## config.mk

```make
export PLATFORM = sky130hd
export DESIGN_NAME = fpio_fifo_out_client_core
export DESIGN_NICKNAME = d
export VERILOG_FILES = /design/src/rtl/fpio_fifo_out_client_core.sv
export SDC_FILE = /design/constraint.sdc
export NUM_CORES = 1
export LEC_CHECK = 0
export ABC_AREA = 1
export BUFFER_PORTS_ARGS = -buffer_cell sky130_fd_sc_hd__buf_2
export CAP_MARGIN = 15
export CORE_MARGIN = 2
export CORE_UTILIZATION = 39
export CTS_CLUSTER_SIZE = 25
export DETAILED_ROUTE_END_ITERATION = 8
export GPL_ROUTABILITY_DRIVEN = 0
export HOLD_SLACK_MARGIN = 0.08
export PLACE_DENSITY = 0.8
export SLEW_MARGIN = 20
export SYNTH_ARGS = -nofsm -noshare
export SYNTH_HDL_FRONTEND = slang
export SYNTH_SLANG_ARGS = --single-unit
```

## constraint.sdc

```tcl
create_clock -name clk -period 1.94 [get_ports clk]
set_input_delay 0 -clock clk [delete_from_list [all_inputs] [get_ports clk]]
set_output_delay 0 -clock clk [all_outputs]
set_load 0.05 [all_outputs]
```

## src/rtl/fpio_fifo_out_client_core.sv

```systemverilog
// Read client for the output side of an fpio FIFO: one request -> one data_en strobe -> one captured response word.
// Latency: response valid 2 cycles after request accept; +1 per cycle of avail==0 or of data_ack delay.
// Backpressure: a single read in flight; req_ready stays low until the held response is taken via rsp_ready.
// Optional feature: define FPIO_FIFO_OUT_CLIENT_COUNT_EN to add the read_count completed-read counter port.
module fpio_fifo_out_client_core #(
  parameter int FIFO_BITS   = 16,
  parameter int DATA_WIDTH  = 8,
  parameter int COUNT_WIDTH = 32
) (
  input  logic                  clk,
  input  logic                  rst,
  output logic                  ready,
  input  logic                  req_valid,
  output logic                  req_ready,
  output logic                  rsp_valid,
  input  logic                  rsp_ready,
  output logic [DATA_WIDTH-1:0] rsp_data,
  input  logic [FIFO_BITS:0]    avail,
  input  logic [DATA_WIDTH-1:0] data,
  output logic                  data_en,
  input  logic                  data_ack
`ifdef FPIO_FIFO_OUT_CLIENT_COUNT_EN
  ,
  output logic [COUNT_WIDTH-1:0] read_count
`endif
);

  typedef enum logic {
    IDLE     = 1'b0,
    WAIT_ACK = 1'b1
  } state_t;

  state_t state;
  state_t next_state;
  logic   pending;
  logic   accept;
  logic   issue;
  logic   capture;

  // State register
  always_ff @(posedge clk) begin
    if (rst) state <= IDLE;
    else     state <= next_state;
  end

  // Next-state decode: leave IDLE only when a strobe is issued, return on the ack
  always_comb begin
    next_state = state;
    case (state)
      IDLE:     if (pending && (avail != '0)) next_state = WAIT_ACK;
      WAIT_ACK: if (data_ack) next_state = IDLE;
      default:  next_state = IDLE;
    endcase
  end

  // Output decode: handshake and control strobes derived from registers and inputs
  always_comb begin
    req_ready = ready && (state == IDLE) && !pending && !rsp_valid;
    accept    = req_valid && req_ready;
    issue     = (state == IDLE) && pending && (avail != '0);
    capture   = (state == WAIT_ACK) && data_ack;
  end

  // Ready flag: rises on the first edge out of reset
  always_ff @(posedge clk) begin
    if (rst) ready <= 1'b0;
    else     ready <= 1'b1;
  end

  // Pending request: set on accept, consumed when the strobe goes out
  always_ff @(posedge clk) begin
    if (rst)         pending <= 1'b0;
    else if (issue)  pending <= 1'b0;
    else if (accept) pending <= 1'b1;
  end

  // Read strobe: high for exactly the one cycle after issue
  always_ff @(posedge clk) begin
    if (rst) data_en <= 1'b0;
    else     data_en <= issue;
  end

  // Response holding register: capture on ack, hold until the consumer takes it
  always_ff @(posedge clk) begin
    if (rst) begin
      rsp_valid <= 1'b0;
      rsp_data  <= '0;
    end else if (capture) begin
      rsp_valid <= 1'b1;
      rsp_data  <= data;
    end else if (rsp_valid && rsp_ready) begin
      rsp_valid <= 1'b0;
    end
  end

`ifdef FPIO_FIFO_OUT_CLIENT_COUNT_EN
  // Completed-read counter, wraps naturally at its width
  always_ff @(posedge clk) begin
    if (rst)          read_count <= '0;
    else if (capture) read_count <= read_count + 1'b1;
  end
`endif

endmodule

```

### Word-level counts from Yosys, hierarchy flattened

Index checks and enable logic that the tools add are counted.

* flip-flop bits (word level): 13
* bits of input ports: 30
* output and inout port bits: 12
* word-level logic and storage cells: 27

* muxes and demuxes: 6
* bitwise operators: 1
* reductions and logical operators: 14

Operators with widths (number)
* $reduce_bool 17->1: 1
* $logic_and 1x1->1: 9
* $mux 1: 5
* $logic_not 1->1: 2
* $pmux 1 s2: 1
* $reduce_bool 2->1: 1
* $reduce_or 2->1: 1
* $not 1->1: 1

### Longest topological paths before layout

Gate-level depths: netlist of the first run.

* depth in word-level cells: 5
* gate-level depth with buffers: 6
* gate-level depth less buffers: 6

### Least setup slack after synthesis of the first run

OpenSTA, ideal clock, no wires.

* path kind: reg-to-output
* start point: register ready
* end point: output port req_ready
* arrival time: 1158 ps
* required time: 1940 ps
* setup slack: 782 ps
* cell stages (with the launch flop): 2
* path buffers: 0
* path through: dfxtp_1 > and3_1

* word-level cells in the longest chain between the ends: 3

RTL lines
* from (decl): RTL line 12 `output logic ready,`
* from (signal assigned): RTL line 66 `if (rst) ready <= 1'b0;`
* from (signal assigned): RTL line 67 `else ready <= 1'b1;`
* $logic_and 1x1->1 (3 in a row): RTL line 58 `req_ready = ready && (state == IDLE) && !pending && !rsp_valid;`
* to (decl): RTL line 14 `output logic req_ready,`

Every way passes these cells.

### Worst setup path after layout of the first run

* start point: input port avail[16]
* end point: register pending

* word-level cells in the longest chain between the ends: 3

RTL lines
* from (decl): RTL line 18 `input logic [FIFO_BITS:0] avail,`
* $reduce_bool 17->1: RTL line 60 `issue = (state == IDLE) && pending && (avail != '0);`
* $logic_and 1x1->1: RTL line 60
* $reduce_or 2->1 (no source line)
* to (signal assigned): RTL line 72 `if (rst) pending <= 1'b0;`
* to (signal assigned): RTL line 73 `else if (issue) pending <= 1'b0;`
* to (signal assigned): RTL line 74 `else if (accept) pending <= 1'b1;`
* to (decl): RTL line 35 `logic pending;`

Every way passes these cells.
A chain may end at the register's enable or synchronous reset.

==> results of run 1 <==
==> layout make-up <==
type / count / share of cell area
Clock buffer: 4 / 0.02877
Multi-Input combinational cell: 52 / 0.2712
Inverter: 4 / 0.01644
Sequential cell: 13 / 0.2849
Tap cell: 15 / 0.02055
Timing Repair Buffer: 55 / 0.3781
==> layer usage <==
metal | track usage | vias to the layer above | routed length (microns)
li1 | - | 339 | -
met1 | 0.2313 | 257 | 591
met2 | 0.2778 | 17 | 742
met3 | 0.01667 | 4 | 55
met4 | 0.1000 | 0 | 34
met5 | 0 | - | 0
==> cells in the mapped netlist (all sizes together) <==
cell	number
nor2	27
dfxtp	13
nand2	8
o21ai	8
inv	4
a21oi	2
nand3	2
and3	1
buf	1
nand3b	1
nand4	1
nor3	1
or2	1
==> sequential cells by signal (all words and copies together), names as in the netlist <==
register / cells
rsp_data: 8
ready: 1
rsp_valid: 1
data_en: 1
pending: 1
state: 1
==> logic make-up after synthesis <==
kind of cell           share of synthesized area
AOI/OAI and AO/OA                        0.09639
and+or+nand+nor                           0.3639
buffers and inverters                    0.03856
DFF                                       0.5012
==> how the worst max path moves through the flow <==
stage          startpoint  slack, ns          end
6_report        avail[16]       0.07      pending
3_3_place_gp        state       1.05  rsp_data[7]
2_1_floorplan       ready       0.78    req_ready
4_1_cts         avail[16]       0.09      pending
5_1_grt         avail[16]      0.007      pending
3_5_place_dp        state       1.01  rsp_data[0]
==> cells in the final DEF, fill, tap and decap left out, drive strengths merged, types with 2 or more instances in the layout <==
master       count
nand3            2
nand2            8
a21oi            2
buf             41
dlygate4sd3     14
nor2            27
clkbuf           4
o21ai            8
inv              4
dfxtp           13
==> critical path, delay by kind of cell <==
family / cells / cell delay (ns)
AO/OA/AOI/OAI: 1 / 0.11
buffers and inverters: 4 / 1.78
AND/OR/NAND/NOR: 2 / 0.18
==> metrics by stage <==
step           hold WS, ns  setup WS, ns  utilization  instances
2_1_floorplan      0.07238        0.7816            -         70
3_3_place_gp        0.1916         1.050       0.5819        125
3_5_place_dp        0.1918         1.013       0.5819        125
4_1_cts             0.1908       0.08665       0.7130        143
5_1_grt             0.2455      0.006856       0.7199        143
6_report            0.1855       0.06788       0.7199        143
==> power breakdown <==
part | total [mW] | switching [mW] | internal, mW
Sequential | 0.289 | 0.00779 | 0.281
Combinational | 0.158 | 0.0926 | 0.0657
Clock | 0.159 | 0.0799 | 0.0794
==> repair_timing <==
item / CTS / global route
endpoints found under the setup margin: 0 / 1
resized for setup: 0 / 2
setup buffers: 0 / 0
hold buffers: 14 / 0
hold endpoints to repair: 12 / 0
==> results.json, run 1 <==
{
  "syn2layout_area_growth_pct": 75.90,
  "p_leak_nw": 0.4686,
  "syn-instance-count": 70,
  "max_freq_mhz": 534.2,
  "cts_root_buf": "clkbuf_4",
  "antenna_found_initial": 0,
  "cts_buffer_depth": 2,
  "finalHoldViolCount": 0,
  "path_class": "input port to flop",
  "die_w_microns": 40.49,
  "cts_tree": "done",
  "yosysSeqAreaShare": 0.5012,
  "hold_path_depth": 7,
  "ir_worst_vdd_mv": 0.6684,
  "firstDrtPassIters": 4,
  "rows": 13,
  "period_share": 0.9650,
  "critPathMaxFanout": 2,
  "period_minus_slack_ns": 1.872,
  "viasPerCell": 4.315,
  "clk_latency_ns": 0.26,
  "io_pins": 42,
  "required_ns": 2.15,
  "hold_start": "avail[8]",
  "cap_violations": 0,
  "finClkSkew_ns": 0.0009564,
  "maxSlewViolCount": 0,
  "regArea_sq_um": 260.3,
  "antenna_cells": 0,
  "grt_pass1_vias": 514,
  "drt_wl_total_mm": 1.424,
  "grt_max_degree": 13,
  "critPathLaunchType": "input port",
  "crit_top_cell": "dlygate4sd3_1",
  "worstMarginPinSlew_ns": 0.2583,
  "syn-cell-area_sq_um": 519.2,
  "drive_above_1_share": 0.3984,
  "synth_seq_cells": 13,
  "multi_input_area_sq_um": 247.7,
  "avgSynthCellArea_sq_um": 7.418,
  "vias": 617,
  "grt_pass1_wl_mm": 1.945,
  "status": "finished clean",
  "h-tree-depth": 1,
  "dpl_cell_area_sq_um": 738.2,
  "die_y_microns": 40.49,
  "drcViolationCount": 0,
  "r2r-start": "state",
  "core-area_sq_mm": 0.001269,
  "cp_slowest_cell": "dlygate4sd3_1",
  "slew_headroom": 0.8290,
  "cts.sink_count": 13,
  "r2r_cells": 5,
  "rsz0062_at_grt": "false",
  "power.density_mw_per_mm2": 663.8,
  "n_fill_cell": 91,
  "place_hpwl_microns": 938.1,
  "track_usage": 0.1759,
  "slowest_delay_ns": 0.58,
  "stdcell_area_sq_um": 913.4,
  "fin_nets": 159,
  "hold_class": "input port to flop",
  "globalRoute.totalOverflow": 0,
  "cts_made_buffers": 3,
  "netlist_top_cells_area": "dfxtp_1, nor2_1, o21ai_1",
  "fin_setup_tns_ns": 0,
  "power_uw": 606.3,
  "path_cells": "dlygate4sd3_1 > buf_2 > nor3_4 > dlygate4sd3_1 > nand3_2 > a21oi_2 > dlygate4sd3_1",
  "clkTransAtPathRegs_ns": 0.07,
  "endpoint_kind": "flop",
  "drtIter0Drc": 4,
  "die_area_sq_mm": 0.001639,
  "synth_largest_area_cell": "dfxtp_1",
  "synth_cell_type_count": 16,
  "holdPathEnd": "data_en",
  "port_buffers": 41,
  "synth.top_cell.area_share": 0.5012,
  "rr_endpoint": "rsp_valid",
  "crit_arrival_ns": 2.08,
  "wl_per_cell_microns": 9.958,
  "syn_nets": 100,
  "start_util": 0.4093,
  "finalSetupViolations": 0,
  "yosysWarningCount": 0,
  "reg2reg_slack_ns": 0.47,
  "ant_nets": 0
}
Note: power is estimated with default switching activity, not from simulation.
==> run 2, diff against run 1 <==
- CORE_UTILIZATION: 39 -> 36
- PLACE_DENSITY: 0.8 -> 0.75
- clock period: 1.94 -> 1.8 ns (I/O delays scaled with it)
==> results.json, run 2 (same netlist as run 1, synthesis figures left out) <==
{
  "syn2layout_area_growth_pct": 74.22,
  "drcViolationCount": 0,
  "period_share": 0.8433,
  "antenna_found_initial": 0,
  "clkTransAtPathRegs_ns": 0.07,
  "gr-usage-met3": 0.09483,
  "globalRoute.totalOverflow": 0,
  "power.density_mw_per_mm2": 730.9,
  "crit_arrival_ns": 1.68,
  "cap_violations": 0,
  "period_minus_slack_ns": 1.518,
  "antenna_cells": 0,
  "use_met2": 0.3625,
  "required_ns": 1.96,
  "cts_tree": "done",
  "power_uw": 661.2,
  "start_util": 0.3941,
  "finalSetupViolations": 0,
  "h-tree-depth": 1,
  "maxSlewViolCount": 0,
  "ir_worst_vdd_mv": 0.7266,
  "die_y_microns": 41.98,
  "port_buffers": 41,
  "clk_latency_ns": 0.28,
  "grt_pass1_vias": 640,
  "slowest_delay_ns": 0.55,
  "io_pins": 42,
  "rsz0062_at_grt": "false",
  "endpoint_kind": "flop",
  "ant_nets": 0,
  "drive_above_1_share": 0.3828,
  "hold_path_depth": 6,
  "finClkSkew_ns": 0.003202,
  "grt_max_degree": 13,
  "path_cells": "dlygate4sd3_1 > buf_2 > nand2_2 > inv_2 > a21oi_1 > nor2_1 > dlygate4sd3_1",
  "status": "finished clean",
  "r2r_cells": 5,
  "hold_class": "input port to flop",
  "track_usage": 0.2054,
  "cp_slowest_cell": "dlygate4sd3_1",
  "core-area_sq_mm": 0.001318,
  "die_w_microns": 41.98,
  "cts.repair.resized": 0,
  "busiest_layer": "met2",
  "cts_root_buf": "clkbuf_4",
  "fin_nets": 159,
  "worstMarginPinSlew_ns": 0.2507,
  "firstDrtPassIters": 4,
  "vias": 633,
  "cts.sink_count": 13,
  "viasPerCell": 4.427,
  "die_area_sq_mm": 0.001762,
  "max_freq_mhz": 658.8,
  "drt_wl_total_mm": 1.596,
  "crit_top_cell": "dlygate4sd3_1",
  "drtIter0Drc": 12,
  "slew_headroom": 0.8340,
  "finalHoldViolCount": 0,
  "postCtsSetupRepairBufs": 0,
  "largest_register_ffs": 8,
  "critPathLaunchType": "input port",
  "cts_made_buffers": 3,
  "grtUsageMet1": 0.2145,
  "cts_buffer_depth": 2,
  "grt_pass1_wl_mm": 2.725,
  "p_leak_nw": 0.4668,
  "largest_register": "rsp_data",
  "fin_setup_tns_ns": 0,
  "layout_commonest_cell": "buf_2",
  "postLayoutCoreUtil": 0.6866,
  "cts_hold_buf": 14,
  "layout_common_cells": "buf_2, nor2_1, dlygate4sd3_1, dfxtp_1, o21ai_1",
  "critPathMaxFanout": 9,
  "wl_per_cell_microns": 11.16,
  "path_class": "input port to flop",
  "n_fill_cell": 111,
  "rows": 13
}
-- run 2: cell types whose count changed in the layout (fill, tap and decap cells not counted) --
cell,before,now
nand3_1,1,2
nand3_2,1,0
a21oi_2,1,0
a21oi_1,1,2
-- run 2: per-layer routing --
layer,part of all wire,vias up
met1,0.39,268
met3,0.071,2
met4,0.011,0
met5,0,-
li1,-,338
met2,0.52,25
-- run 2: stage by stage --
stage | std cells | hold WS [ns] | setup WS (ns) | area (sq um)
global route | 143 | 0.1596 | 0.1857 | 904.6
global placement | 125 | 0.1941 | 0.8970 | 738.2
detailed placement | 125 | 0.1948 | 0.8639 | 738.2
finish | 143 | 0.1200 | 0.2821 | 904.6
floorplan | 70 | 0.07238 | 0.6416 | 519.2
CTS | 143 | 0.1111 | 0.3043 | 904.6
-- run 2: final timing paths --
kind	from	end	slack, ns
worst min register to register	rsp_data[5]	rsp_data[5]	0.48
worst max-delay path	data_ack	rsp_valid	0.28
worst min-delay path	avail[4]	pending	0.12
worst max register to register	state	rsp_valid	0.30
-- run 2: final cells by class --
class	count	area [sq um]	share of cell area
multi-input combinational	52	239.0	0.2642
sequential	13	260.3	0.2877
clock buffer	4	26.28	0.02905
inverter	4	15.01	0.01660
tap	15	18.77	0.02075
timing repair buffer	55	345.3	0.3817
-- run 2: worst max-delay path: cells and delay by family --
| family | cells | cell delay, ns |
|---|---|---|
| AND/OR/NAND/NOR | 2 | 0.22 |
| AO/OA/AOI/OAI | 1 | 0.14 |
| buffers and inverters | 4 | 1.33 |
-- run 2: where the power goes --
group | leakage (nW) | internal, mW | switching [mW]
sequential | 0.106 | 0.303 | 0.00867
clock | 0.0150 | 0.0860 | 0.0946
combinational | 0.346 | 0.0695 | 0.0997
total | 0.467 | 0.458 | 0.203
==> run 3, diff against run 2 <==
- CORE_UTILIZATION: 36 -> 33
- PLACE_DENSITY: 0.75 -> 0.72
- clock period: 1.8 -> 1.3 ns (I/O delays scaled with it)
==> results.json, run 3 (same netlist as run 1, synthesis figures left out) <==
{
  "cts.sink_count": 13,
  "io_pins": 42,
  "rows": 14,
  "period_minus_slack_ns": 1.170,
  "globalRoute.totalOverflow": 0,
  "power_uw": 921.1,
  "finalSetupViolations": 0,
  "syn2layout_area_growth_pct": 76.39,
  "fin_setup_tns_ns": 0,
  "grt_pass1_wl_mm": 2.601,
  "antenna_found_initial": 0,
  "status": "finished clean",
  "gr-usage-met3": 0.07917,
  "slew_headroom": 0.8270,
  "busiest_layer": "met2",
  "postCtsSetupRepairBufs": 0,
  "finalHoldViolCount": 0,
  "cts_made_buffers": 3,
  "path_class": "flop to output port",
  "cts_root_buf": "clkbuf_4",
  "die_y_microns": 43.67,
  "die_area_sq_mm": 0.001907,
  "track_usage": 0.1870,
  "power.density_mw_per_mm2": 1006,
  "port_buffers": 41,
  "path_cells": "nor2_1 > and3_1 > buf_2",
  "clkTransAtPathRegs_ns": 0.08,
  "ant_nets": 0,
  "crit_arrival_ns": 1.17,
  "place_hpwl_mm": 1.085,
  "period_share": 0.9001,
  "cp_slowest_cell": "dfxtp_1",
  "required_ns": 1.30,
  "vias": 650,
  "dp_slack_ns": 0.3413,
  "worstMarginPinSlew_ns": 0.2614,
  "largest_register": "rsp_data",
  "largest_register_ffs": 8,
  "fin_nets": 160,
  "firstDrtPassIters": 4,
  "start_util": 0.3487,
  "grt_pass1_vias": 631,
  "maxSlewViolCount": 0,
  "slowest_delay_ns": 0.35,
  "endpoint_kind": "output port",
  "drive_above_1_share": 0.3798,
  "max_freq_mhz": 854.6,
  "critPathBufInv": 1,
  "antenna_cells": 0,
  "cts_tree": "done",
  "grtUsageMet1": 0.1891,
  "finClkSkew_ns": 0.002586,
  "use_met2": 0.3412,
  "clk_latency_ns": 0.28,
  "die_w_microns": 43.67,
  "drcViolationCount": 0,
  "drtIter0Drc": 10,
  "cp_top_family": "flip-flops",
  "core-area_sq_mm": 0.001489,
  "viasPerCell": 4.483,
  "setup_ws_ns": 0.1298,
  "hold_ws_ns": 0.1143,
  "layout_common_cells": "buf_2, nor2_1, dlygate4sd3_1, dfxtp_1, o21ai_1",
  "cap_violations": 0,
  "p_leak_nw": 0.4663,
  "grt_max_degree": 13,
  "ir_worst_vdd_mv": 0.7778,
  "critPathLaunchType": "flop",
  "hold_class": "input port to flop",
  "critPathMaxFanout": 4,
  "layout_commonest_cell": "buf_2",
  "cts_buffer_depth": 2,
  "rsz0062_at_grt": "false",
  "h-tree-depth": 1,
  "wl_per_cell_microns": 10.81,
  "drt_wl_total_mm": 1.567
}
==> run 3: cell types whose count changed in the layout (fill, tap and decap cells not counted) <==
cell and delta:
dlygate4sd3_1 +1
==> run 3: path summary, 6_finish.rpt <==
check	start	endpoint	slack (ns)	cells past startpoint
max	state	req_ready	0.13	3
min	avail[4]	pending	0.11	6
max reg2reg	state	rsp_data[4]	0.33	4
min reg2reg	rsp_data[3]	rsp_data[3]	0.48	2
==> run 3: final cells by class <==
cell class	count	area, sq um
inverter	4	15.01
tap	16	20.02
timing repair buffer	56	355.3
multi-input combinational	52	239.0
clock buffer	4	26.28
fill	138	573.1
sequential	13	260.3
==> run 3: what timing repair did <==
item	in CTS	in global routing
hold buffers	15	0
gates resized for setup	0	0
hold endpoints to repair	12	0
==> run 3: report_power, final <==
group / leakage (nW) / switching [mW] / internal, mW
Clock: 0.0150 / 0.135 / 0.119
Sequential: 0.106 / 0.0112 / 0.419
Combinational: 0.345 / 0.138 / 0.0989
==> run 3: routing by layer <==
layer | wire length [microns] | part of all wire
met1 | 606 | 0.39
met2 | 869 | 0.55
met3 | 74 | 0.047
met4 | 17 | 0.011
met5 | 0 | 0
==> run 3: per-stage QoR <==
step	cell area, sq um	util	cells
final	915.9	0.6151	145
after global routing	915.9	0.6151	145
after CTS	915.9	0.6151	145
after detailed placement	739.5	0.4966	126
after global placement	739.5	0.4966	126
after floorplan	519.2	-	70
==> run 3: worst min-delay path, delay by kind of cell <==
family	cells	cell delay [ns]
compound gates	1	0.07
buf+inv	1	0.07
simple gates	4	0.21
